`src/rtl/alu_arbiter.sv`:
```
// Round-robin arbiter sharing one external combinational ALU among several requesters,
// with a single registered response slot that supports same-cycle drain and refill.
module alu_arbiter #(
   parameter int Width      = 32,
   parameter int Requesters = 2,
   parameter int IdWidth    = $clog2(Requesters)
) (
   input  logic                         clk,
   input  logic                         rst,
   input  logic [Requesters-1:0]        req_valid,
   output logic [Requesters-1:0]        req_ready,
   input  logic [Requesters*Width-1:0]  req_a,
   input  logic [Requesters*Width-1:0]  req_b,
   input  logic [Requesters*3-1:0]      req_op,
   input  logic [Requesters-1:0]        req_mod,
   input  logic                         hold,
   output logic [Width-1:0]             alu_a,
   output logic [Width-1:0]             alu_b,
   output logic [2:0]                   alu_op,
   output logic                         alu_mod,
   input  logic [Width-1:0]             alu_c,
   output logic                         rsp_valid,
   output logic [IdWidth-1:0]           rsp_id,
   output logic [Width-1:0]             rsp_c,
   input  logic                         rsp_ready
);

   localparam logic [IdWidth-1:0] LastIdx = IdWidth'(Requesters - 1);

   logic               rsp_valid_q, rsp_valid_d;
   logic [IdWidth-1:0] rsp_id_q, rsp_id_d;
   logic [Width-1:0]   rsp_c_q, rsp_c_d;
   logic [IdWidth-1:0] last_q, last_d;

   logic               slot_free, grant;
   logic               found_hi, found_lo;
   logic [IdWidth-1:0] idx_hi, idx_lo;
   logic [IdWidth-1:0] next_idx, gnt_idx, sel_idx;

   // Round-robin as two scans: first valid index above last_q, else lowest valid index.
   always_comb begin
      found_hi = 1'b0;
      found_lo = 1'b0;
      idx_hi   = '0;
      idx_lo   = '0;
      for (int unsigned j = 0; j < Requesters; j++) begin
         if (req_valid[j]) begin
            if (!found_hi && (IdWidth'(j) > last_q)) begin
               found_hi = 1'b1;
               idx_hi   = IdWidth'(j);
            end
            if (!found_lo) begin
               found_lo = 1'b1;
               idx_lo   = IdWidth'(j);
            end
         end
      end
      next_idx  = (last_q == LastIdx) ? '0 : last_q + 1'b1;
      gnt_idx   = found_hi ? idx_hi : idx_lo;
      slot_free = !rsp_valid_q || rsp_ready;
      grant     = slot_free && !hold && found_lo && !rst;
      sel_idx   = grant ? gnt_idx : next_idx;
   end

   always_comb begin
      alu_a     = '0;
      alu_b     = '0;
      alu_op    = '0;
      alu_mod   = 1'b0;
      req_ready = '0;
      for (int unsigned j = 0; j < Requesters; j++) begin
         if (sel_idx == IdWidth'(j)) begin
            alu_a   = req_a[j*Width +: Width];
            alu_b   = req_b[j*Width +: Width];
            alu_op  = req_op[j*3 +: 3];
            alu_mod = req_mod[j];
         end
         req_ready[j] = grant && (gnt_idx == IdWidth'(j));
      end
   end

   always_comb begin
      rsp_valid_d = rsp_valid_q;
      rsp_id_d    = rsp_id_q;
      rsp_c_d     = rsp_c_q;
      last_d      = last_q;
      if (grant) begin
         rsp_valid_d = 1'b1;
         rsp_id_d    = gnt_idx;
         rsp_c_d     = alu_c;
         last_d      = gnt_idx;
      end else if (rsp_ready) begin
         rsp_valid_d = 1'b0;
      end
   end

   always_ff @(posedge clk) begin
      if (rst) begin
         rsp_valid_q <= 1'b0;
         rsp_id_q    <= '0;
         rsp_c_q     <= '0;
         last_q      <= LastIdx;
      end else begin
         rsp_valid_q <= rsp_valid_d;
         rsp_id_q    <= rsp_id_d;
         rsp_c_q     <= rsp_c_d;
         last_q      <= last_d;
      end
   end

   assign rsp_valid = rsp_valid_q;
   assign rsp_id    = rsp_id_q;
   assign rsp_c     = rsp_c_q;

endmodule

```
`config.mk`:
```
export PLATFORM = sky130hd
export DESIGN_NAME = alu_arbiter
export DESIGN_NICKNAME = d
export VERILOG_FILES = /design/src/rtl/alu_arbiter.sv
export SDC_FILE = /design/constraint.sdc
export NUM_CORES = 1
export LEC_CHECK = 0
export ABC_CLOCK_PERIOD_IN_PS = 1500
export CORE_MARGIN = 2
export CORE_UTILIZATION = 47
export DETAILED_ROUTE_END_ITERATION = 6
export GPL_TIMING_DRIVEN = 0
export PLACE_DENSITY = 0.84
export SLEW_MARGIN = 15
export SYNTH_ARGS = -nofsm -noshare
export SYNTH_HDL_FRONTEND = slang
export SYNTH_SLANG_ARGS = --single-unit
```
`constraint.sdc`:
```
create_clock -name clk -period 1.5 [get_ports clk]
set_input_delay 0.15 -clock clk [delete_from_list [all_inputs] [get_ports clk]]
set_output_delay 0.15 -clock clk [all_outputs]
set_load 0.05 [all_outputs]
```
# Word level (Yosys, flattened, before mapping)
# Cells that the tools add are included.
# W data, S select, Z words.
# totals
input_bits,174
output_inout_bits,104
reg_bits,35
# classes
bitwise_logic,1
magnitude_cmp,2
n_reduce_logical,12
addsub,1
mux,19
# op_table
op,n
$mux W32,2
$mux W1,16
$logic_and A1 B1 Y1,6
$logic_not A1 Y1,4
$mux W3,1
$gt A1 B1 Y1 const A,2
$reduce_bool A2 Y1,1
$add A1 B1 Y1 const B,1
$logic_or A1 B1 Y1,1
$not A1 Y1,1

# Depth between registers and ports, before layout
# Gate-level depths: netlist of run 1.
# logic_depth
ltp_word,10
mapped_depth,7
ltp_nobuf,3

# Least setup slack after synthesis of run 1
# No wires, ideal clock.
# synth_timing
kind,flip-flop to output port
start,register rsp_valid_q (netlist: rsp_valid)
end,output alu_a[0]
arrival_time_ps,1817
stages_incl_launch_ff,6
t_required_ps,1350
path_buffers,2
slack_ps,-467
cell_sequence,dfxtp_1 -> nor2b_1 -> buf_2 -> buf_2 -> a211oi_1 -> or3_1
# synth_between
elab_chain_cells,7
# synth_lines
item,line_no,text
from (decl),30,"logic rsp_valid_q, rsp_valid_d;"
from (signal assigned),104,rsp_valid_q <= rsp_valid_d;
$logic_not A1 Y1,60,slot_free = !rsp_valid_q || rsp_ready;
$logic_or A1 B1 Y1,60,
$logic_and A1 B1 Y1 (3 in a row),61,grant = slot_free && !hold && found_lo && !rst;
$mux W1,62,sel_idx = grant ? gnt_idx : next_idx;
$mux W32,72,if (sel_idx == IdWidth'(j)) begin
to (decl),17,"output logic [Width-1:0] alu_a,"
# No other way between the ends.

# Worst setup path after layout of run 1
# layout_timing
start,register last_q
end,output alu_a[7]
# layout_between
elab_chain_cells,10
word_cells_on_any_way,15
cone_classes,1 x add/sub; 2 x order compare; 10 x mux; 2 x reduce/logical
# layout_lines
item,line_no,text
from (decl),33,"logic [IdWidth-1:0] last_q, last_d;"
from (signal assigned),102,last_q <= LastIdx;
from (signal assigned),107,last_q <= last_d;
$gt A1 B1 Y1,48,if (!found_hi && (IdWidth'(j) > last_q)) begin
$mux W1,48,
$mux W1,47,if (req_valid[j]) begin
$logic_not A1 Y1,48,
$logic_and A1 B1 Y1,48,
$mux W1,48,
$mux W1,47,
$mux W1,59,gnt_idx = found_hi ? idx_hi : idx_lo;
$mux W1 (*),62,
$mux W32 (*),72,
# Every way passes the cells marked *; elsewhere a longest branch is shown, timed or not.

==> results of run 1 <==
==> worst max-delay path, delay by kind of cell, from the launching register on <==
family                 cells  cell delay (ns)
buffers and inverters      4             0.58
flip-flops                 1             0.44
AND/OR/NAND/NOR            3             0.64
==> cells by family (layout without fill, tap and decap cells) <==
family,after synthesis,in the layout
and+or+nand+nor,723,723
AOI/OAI and AO/OA,205,205
buffers and inverters,165,458
DFF,35,35
other,0,1
==> final timing paths <==
check                           slack, ns  cells past startpoint                     end                    from
worst max-delay path                -0.61                      7                alu_a[7]     last_q$_SDFFE_PP1P_
worst max register to register       0.04                      5  rsp_c[22]$_SDFFE_PP0P_  rsp_valid$_SDFFE_PP0P_
worst min-delay path                 0.16                      2  rsp_c[18]$_SDFFE_PP0P_                     rst
worst min register to register       0.47                      2  rsp_c[17]$_SDFFE_PP0P_  rsp_c[17]$_SDFFE_PP0P_
==> cell type report <==
type                    count  area (sq um)  area share [%]
multi-input cells         928          6650            54.8
diodes                      1          2.50          0.0206
clock buffers               7           164            1.35
plain buffers             163          1260            10.4
well taps                 220           275            2.27
repair buffers            285          3060            25.2
clock inverters             1          5.00          0.0412
inverters                   2          7.51          0.0619
flip-flops and latches     35           708            5.84
==> cell usage in the layout, fill, tap and decap left out, types with 62 or more instances in the layout <==
cell / n
a22oi_1: 68
clkdlybuf4s50_1: 168
nand2_1: 67
buf_6: 72
or3_4: 68
nand3b_1: 272
nand4_1: 100
nand3_1: 62
a211oi_1: 68
nand2b_1: 69
==> through the flow <==
step	instances	util (%)	setup TNS, ns
final	1642	74.0	-36.67
after global routing	1642	74.0	-39.04
after CTS	1631	71.6	-35.85
after detailed placement	1622	69.8	-94.65
after global placement	1622	69.8	-92.57
after floorplan	1128	-	-0.773
==> per-layer routing <==
layer / wire length [um] / vias up
li1: - / 4895
met1: 13700 / 5141
met2: 16200 / 727
met3: 3360 / 112
met4: 1310 / 2
met5: 15 / -
==> sequential cells by signal, summed over array words and instances, names as in the netlist <==
name / cells
last_q: 1
rsp_c: 32
rsp_id: 1
rsp_valid: 1
==> power breakdown <==
part / leakage (nW) / switching [mW] / total (mW) / internal (mW)
registers: 0.286 / 0.0270 / 0.997 / 0.970
logic: 4.19 / 2.59 / 4.67 / 2.08
clock network: 0.0850 / 0.387 / 1.15 / 0.758
==> repair_timing <==
item	CTS	global route
buffers inserted	1	3
pin swaps	0	29
hold buffers	0	0
cloned	0	7
resized for setup	550	84
endpoints found under the setup margin	135	96
hold endpoints to repair	0	0
==> run_results.csv, run 1 <==
group,metric,value,unit
run_status,status,"finished, violations left",
run_status,violations,"setup timing",
synth,ys_top_cells_by_area,"nand3b_1 (26%), dfxtp_1 (9.0%), nand4_1 (8.0%)",
synth,synth.top_cell.area_share,26.2,%
synth,synthXorXnorAreaFrac,0,%
clock_network,cts.sinks,35,
sta,drv_slew,0,
synth,synthFlopType,"dfxtp_1",
final_layout,syn_to_final_growth,55.9,%
worst_setup_path,required,1.35,ns
grt,met1_usage,47.8,%
placement,preCtsSetupSlack,-1.19,ns
routing,drc,0,
pwr,leakagePower,4.56,nW
synth,async_reset_ff_share,0,%
routing,via_per_inst,6.62,
synth,synth-seq-cells,35,
synth,synthCells,1128,
grt,grt_util_all_layers,36.1,%
synth,synth_area,7790,sq um
synth,yosysMostFrequentCell,"nand3b_1",
grt,antenna_found_initial,2,
clock_network,clk_pin_slew,0.05,ns
synth,synthAdderAreaFrac,0,%
clock_network,clock_path_buffers,2,
synth,avgSynthCellArea,6.90,sq um
run,drv_cap,0,
grt,use_met2,59.3,%
final_layout,layout.nets,1594,
grt,grt_pass1_vias,10100,
sta,report.final.setup_viol,70,
sta,finalCriticalPeriod,2.11,ns
routing,ant_nets,0,
routing,first_iter_violations,1132,
routing,wl,34600,um
worst_setup_path,crit_type,"reg -> out",
final_layout,fill_cells,1359,
sta,setup_ws,-0.610,ns
placement,place_area,11400,sq um
floorplanning,die_w,133,um
worst_setup_path,end_kind,"output pin",
grt,grt_max_degree,12,
routing,drtPass1Iterations,6,
sta,skew,0.00293,ns
placement,dp_hpwl,23700,um
placement,place.gp.congestion,0.908,
synth,synth_top_area_cell,"nand3b_1",
synth,ys_warn_count,0,
synth,synthMuxAreaShare,0,%
worst_setup_path,start_kind,"register",
sta,holdWs,0.157,ns
synth,syn_nets,1302,
grt,grt_pass1_wl,53100,um
grt,use_met3,4.37,%
pwr,total_power,6.81,mW
worst_setup_path,critPathMaxStageDelay,0.44,ns
clock_network,cts_tree,"done",
sta,clock.fmax,474,MHz
synth,seq_area_frac_synth,9.00,%
pwr,power_density,561,nW/um^2
floorplanning,rows,47,
floorplanning,design.die.area,17600,sq um
placement,io_buffer_count,274,
worst_setup_path,slowest_stage,"dfxtp_4",
pwr,vdd_drop_max,0.506,mV
sta,worst_slew_pin_slew,0.542,ns
clock_network,htree_levels,2,
synth,synth_top_family_by_area,"simple AND/OR/NAND/NOR gates",
sta,maxSlewHeadroom,63.9,%
synth,synth_edf_count,0,
routing,wire_per_inst,21.0,um
final_layout,stdcell_area,12100,sq um
floorplanning,ios,278,
sta,timing.final.crit_share,141,%
floorplanning,start_util,47.5,%
floorplanning,die_height,133,um
worst_setup_path,crit_top_cell,"buf_12",
worst_hold_path,worstHoldPathType,"in -> reg",
synth,synthSimpleGateAreaFrac,61.5,%
sta,rsz0062_at_grt,"yes",
routing,vias,10900,
synth,yosysUniqueCellTypes,29,
synth,synth-compound-area-share,18.7,%
grt,grt_overflow,0,
worst_setup_path,cp_max_fo,10,
floorplanning,core,16400,sq um
clock_network,clock_latency,0.28,ns
synth,synthTopCellsByCount,"nand3b_1 (272), nand4_1 (100), buf_2 (70)",
final_layout,post_route_cells_drive_above_1_share,24.2,%
clock_network,tritoncts.num_buffers,5,
sta,hold_violations,0,
clock_network,root_buffer,"clkbuf_16",
worst_setup_path,cp.arrival,1.96,ns
worst_setup_path,path_cells,"buf_12 -> buf_12 -> buf_8 -> nand3b_1 -> nand4_1 -> or3_4 -> buf_6",
grt,grt-busiest-layer,"met2",
No activity file was read; power rests on OpenSTA's default activity.
==> run 2, diff against run 1 <==
- ABC_CLOCK_PERIOD_IN_PS: 1500 -> 2600
- CORE_UTILIZATION: 47 -> 51
- PLACE_DENSITY: 0.84 -> 0.9
- clock period: 1.5 -> 2.6 ns (I/O delays scaled with it)
==> run_results.csv, run 2 (synthesis gave the netlist of run 1 again) <==
group,metric,value,unit
run_status,status,"finished clean",
final_layout,fill_cells,1262,
placement,place.gp.congestion,0.924,
worst_setup_path,start_kind,"input pin",
worst_setup_path,reg2reg_slack,0.89,ns
sta,timing.final.crit_share,99.6,%
pwr,vdd_drop_max,0.260,mV
sta,worst_slew_pin_slew,0.548,ns
routing,wire_per_inst,20.2,um
pwr,power_density,316,nW/um^2
floorplanning,core,15000,sq um
pwr,pwr-share-clk,17.1,%
final_layout,regArea,702,sq um
clock_network,tritoncts.num_buffers,5,
worst_setup_path,crit_end,"alu_b[28]",
grt,antenna_found_initial,0,
run,drv_cap,0,
sta,clock.fmax,386,MHz
sta,holdWs,0.274,ns
final_layout,antenna_cells,0,
sta,rsz0062_at_grt,"no",
sta,report.final.setup_viol,0,
routing,ant_nets,0,
placement,io_buffer_count,274,
final_layout,syn_to_final_growth,37.5,%
clock_network,clock_latency,0.27,ns
routing,first_iter_violations,1180,
grt,grt_util_all_layers,37.1,%
routing,wl,32300,um
grt,grt_pass1_wl,50600,um
placement,preCtsSetupSlack,-0.443,ns
worst_setup_path,crit_start,"rsp_ready",
pwr,switchingPower,1.62,mW
routing,vias,10700,
floorplanning,die_height,128,um
worst_setup_path,cp.arrival,2.33,ns
placement,place_inst,1590,
floorplanning,ios,278,
worst_setup_path,cp_max_fo,10,
pwr,switching_share,47.9,%
clock_network,root_buffer,"clkbuf_16",
pwr,pwr-share-seq,17.1,%
pwr,p_comb_share,65.8,%
placement,place_area,10800,sq um
routing,drc,0,
pwr,leakagePower,3.87,nW
floorplanning,design.die.area,16300,sq um
floorplanning,die_w,128,um
worst_setup_path,rr_endpoint,"rsp_c[23]$_SDFFE_PP0P_",
sta,drv_slew,0,
sta,skew,0.00120,ns
worst_setup_path,required,2.34,ns
sta,finalCriticalPeriod,2.59,ns
final_layout,largest_register_ffs,32,
sta,maxSlewHeadroom,63.3,%
final_layout,layout.nets,1583,
clock_network,htree_levels,2,
clock_network,clk_pin_slew,0.05,ns
routing,drtPass1Iterations,6,
pwr,p_int,1.76,mW
final_layout,finish.utilization,71.2,%
clock_network,clock_path_buffers,2,
floorplanning,rows,45,
placement,dp_hpwl,23000,um
pwr,total_power,3.38,mW
grt,grt_pass1_vias,9792,
floorplanning,start_util,51.8,%
grt,grt_overflow,0,
sta,hold_violations,0,
worst_setup_path,end_kind,"output pin",
routing,via_per_inst,6.69,
worst_setup_path,crit_type,"in -> out",
clock_network,cts_tree,"done",
final_layout,final_common_cell,"nand3b_1",
worst_setup_path,rr_worst_depth,6,
sta,setup_tns,0,ns
final_layout,final_cells,1597,
clock_network,cts.sinks,35,
final_layout,layout_common_cells,"nand3b_1 (272), clkdlybuf4s50_1 (203), nand4_1 (100), buf_2 (83)",
worst_hold_path,worstHoldPathType,"in -> reg",
final_layout,stdcell_area,10700,sq um
sta,setup_ws,0.0103,ns
grt,grt_max_degree,11,
final_layout,multi_input_comb_area,6250,sq um
worst_setup_path,r2r_start,"rsp_valid$_SDFFE_PP0P_",
final_layout,post_route_cells_drive_above_1_share,16.7,%
[run 2: cell types whose count changed in the layout (fill, tap and decap cells not counted), moves of 14 or more]
cell / before / now
buf_8: 39 / 0
buf_6: 72 / 12
clkbuf_2: 10 / 39
clkdlybuf4s50_1: 168 / 203
or3_4: 68 / 0
dlygate4sd2_1: 36 / 3
buf_2: 31 / 83
clkdlybuf4s15_2: 0 / 18
clkbuf_1: 44 / 58
or3_1: 0 / 68
[run 2: worst min path at each step]
stage,startpoint,to,cells past startpoint
3_5_place_dp,rsp_c[25]$_SDFFE_PP0P_,rsp_c[25]$_SDFFE_PP0P_,2
2_1_floorplan,alu_c[0],rsp_c[0]$_SDFFE_PP0P_,2
6_report,rst,rsp_c[20]$_SDFFE_PP0P_,2
5_1_grt,rst,rsp_c[18]$_SDFFE_PP0P_,2
3_3_place_gp,rsp_c[3]$_SDFFE_PP0P_,rsp_c[3]$_SDFFE_PP0P_,2
4_1_cts,rst,rsp_c[20]$_SDFFE_PP0P_,2
[run 2: critical path, cell delays in order]
cell and delay (ns):
clkdlybuf4s50_1 0.48, nand2b_1 0.10, buf_2 0.20, buf_4 0.23, buf_4 0.22, a22oi_1 0.10
or3_1 0.39, clkdlybuf4s15_2 0.35
[run 2: routing by layer]
| metal | global-route usage [%] | wire [um] | share of wire (%) | vias to the layer above |
|---|---|---|---|---|
| met5 | 0 | 0 | 0 | - |
| met1 | 49.6 | 12600 | 39 | 4930 |
| met3 | 4.82 | 3680 | 11 | 105 |
| li1 | - | - | - | 4875 |
| met2 | 61.0 | 14800 | 46 | 773 |
| met4 | 13.8 | 1230 | 3.8 | 0 |
[run 2: what timing repair did]
| item | CTS | global route |
|---|---|---|
| resized for setup | 179 | 86 |
| hold buffers | 0 | 0 |
| setup buffers | 0 | 0 |
| endpoints found under the setup margin | 70 | 45 |
[run 2: area by class of cell]
type	count	area share (%)
multi-input cells	928	58.3
repair buffers	274	23.5
plain buffers	163	8.03
flip-flops and latches	35	6.56
well taps	188	2.20
clock buffers	6	1.30
inverters	2	0.0701
clock inverters	1	0.0467
[run 2: power by group through the flow]
stage,Clock (mW),Sequential [mW],Combinational [mW]
after floorplan,0,0.661,1.31
after global placement,0,0.587,2.26
after detailed placement,0,0.588,2.29
after CTS,0.583,0.577,2.23
after global routing,0.605,0.579,2.34
final,0.580,0.577,2.23
==> run 3, diff against run 2 <==
- CAP_MARGIN: unset -> 20
==> results of run 3 <==
Same layout as run 2: the final DEF is identical, and so are final timing and power.
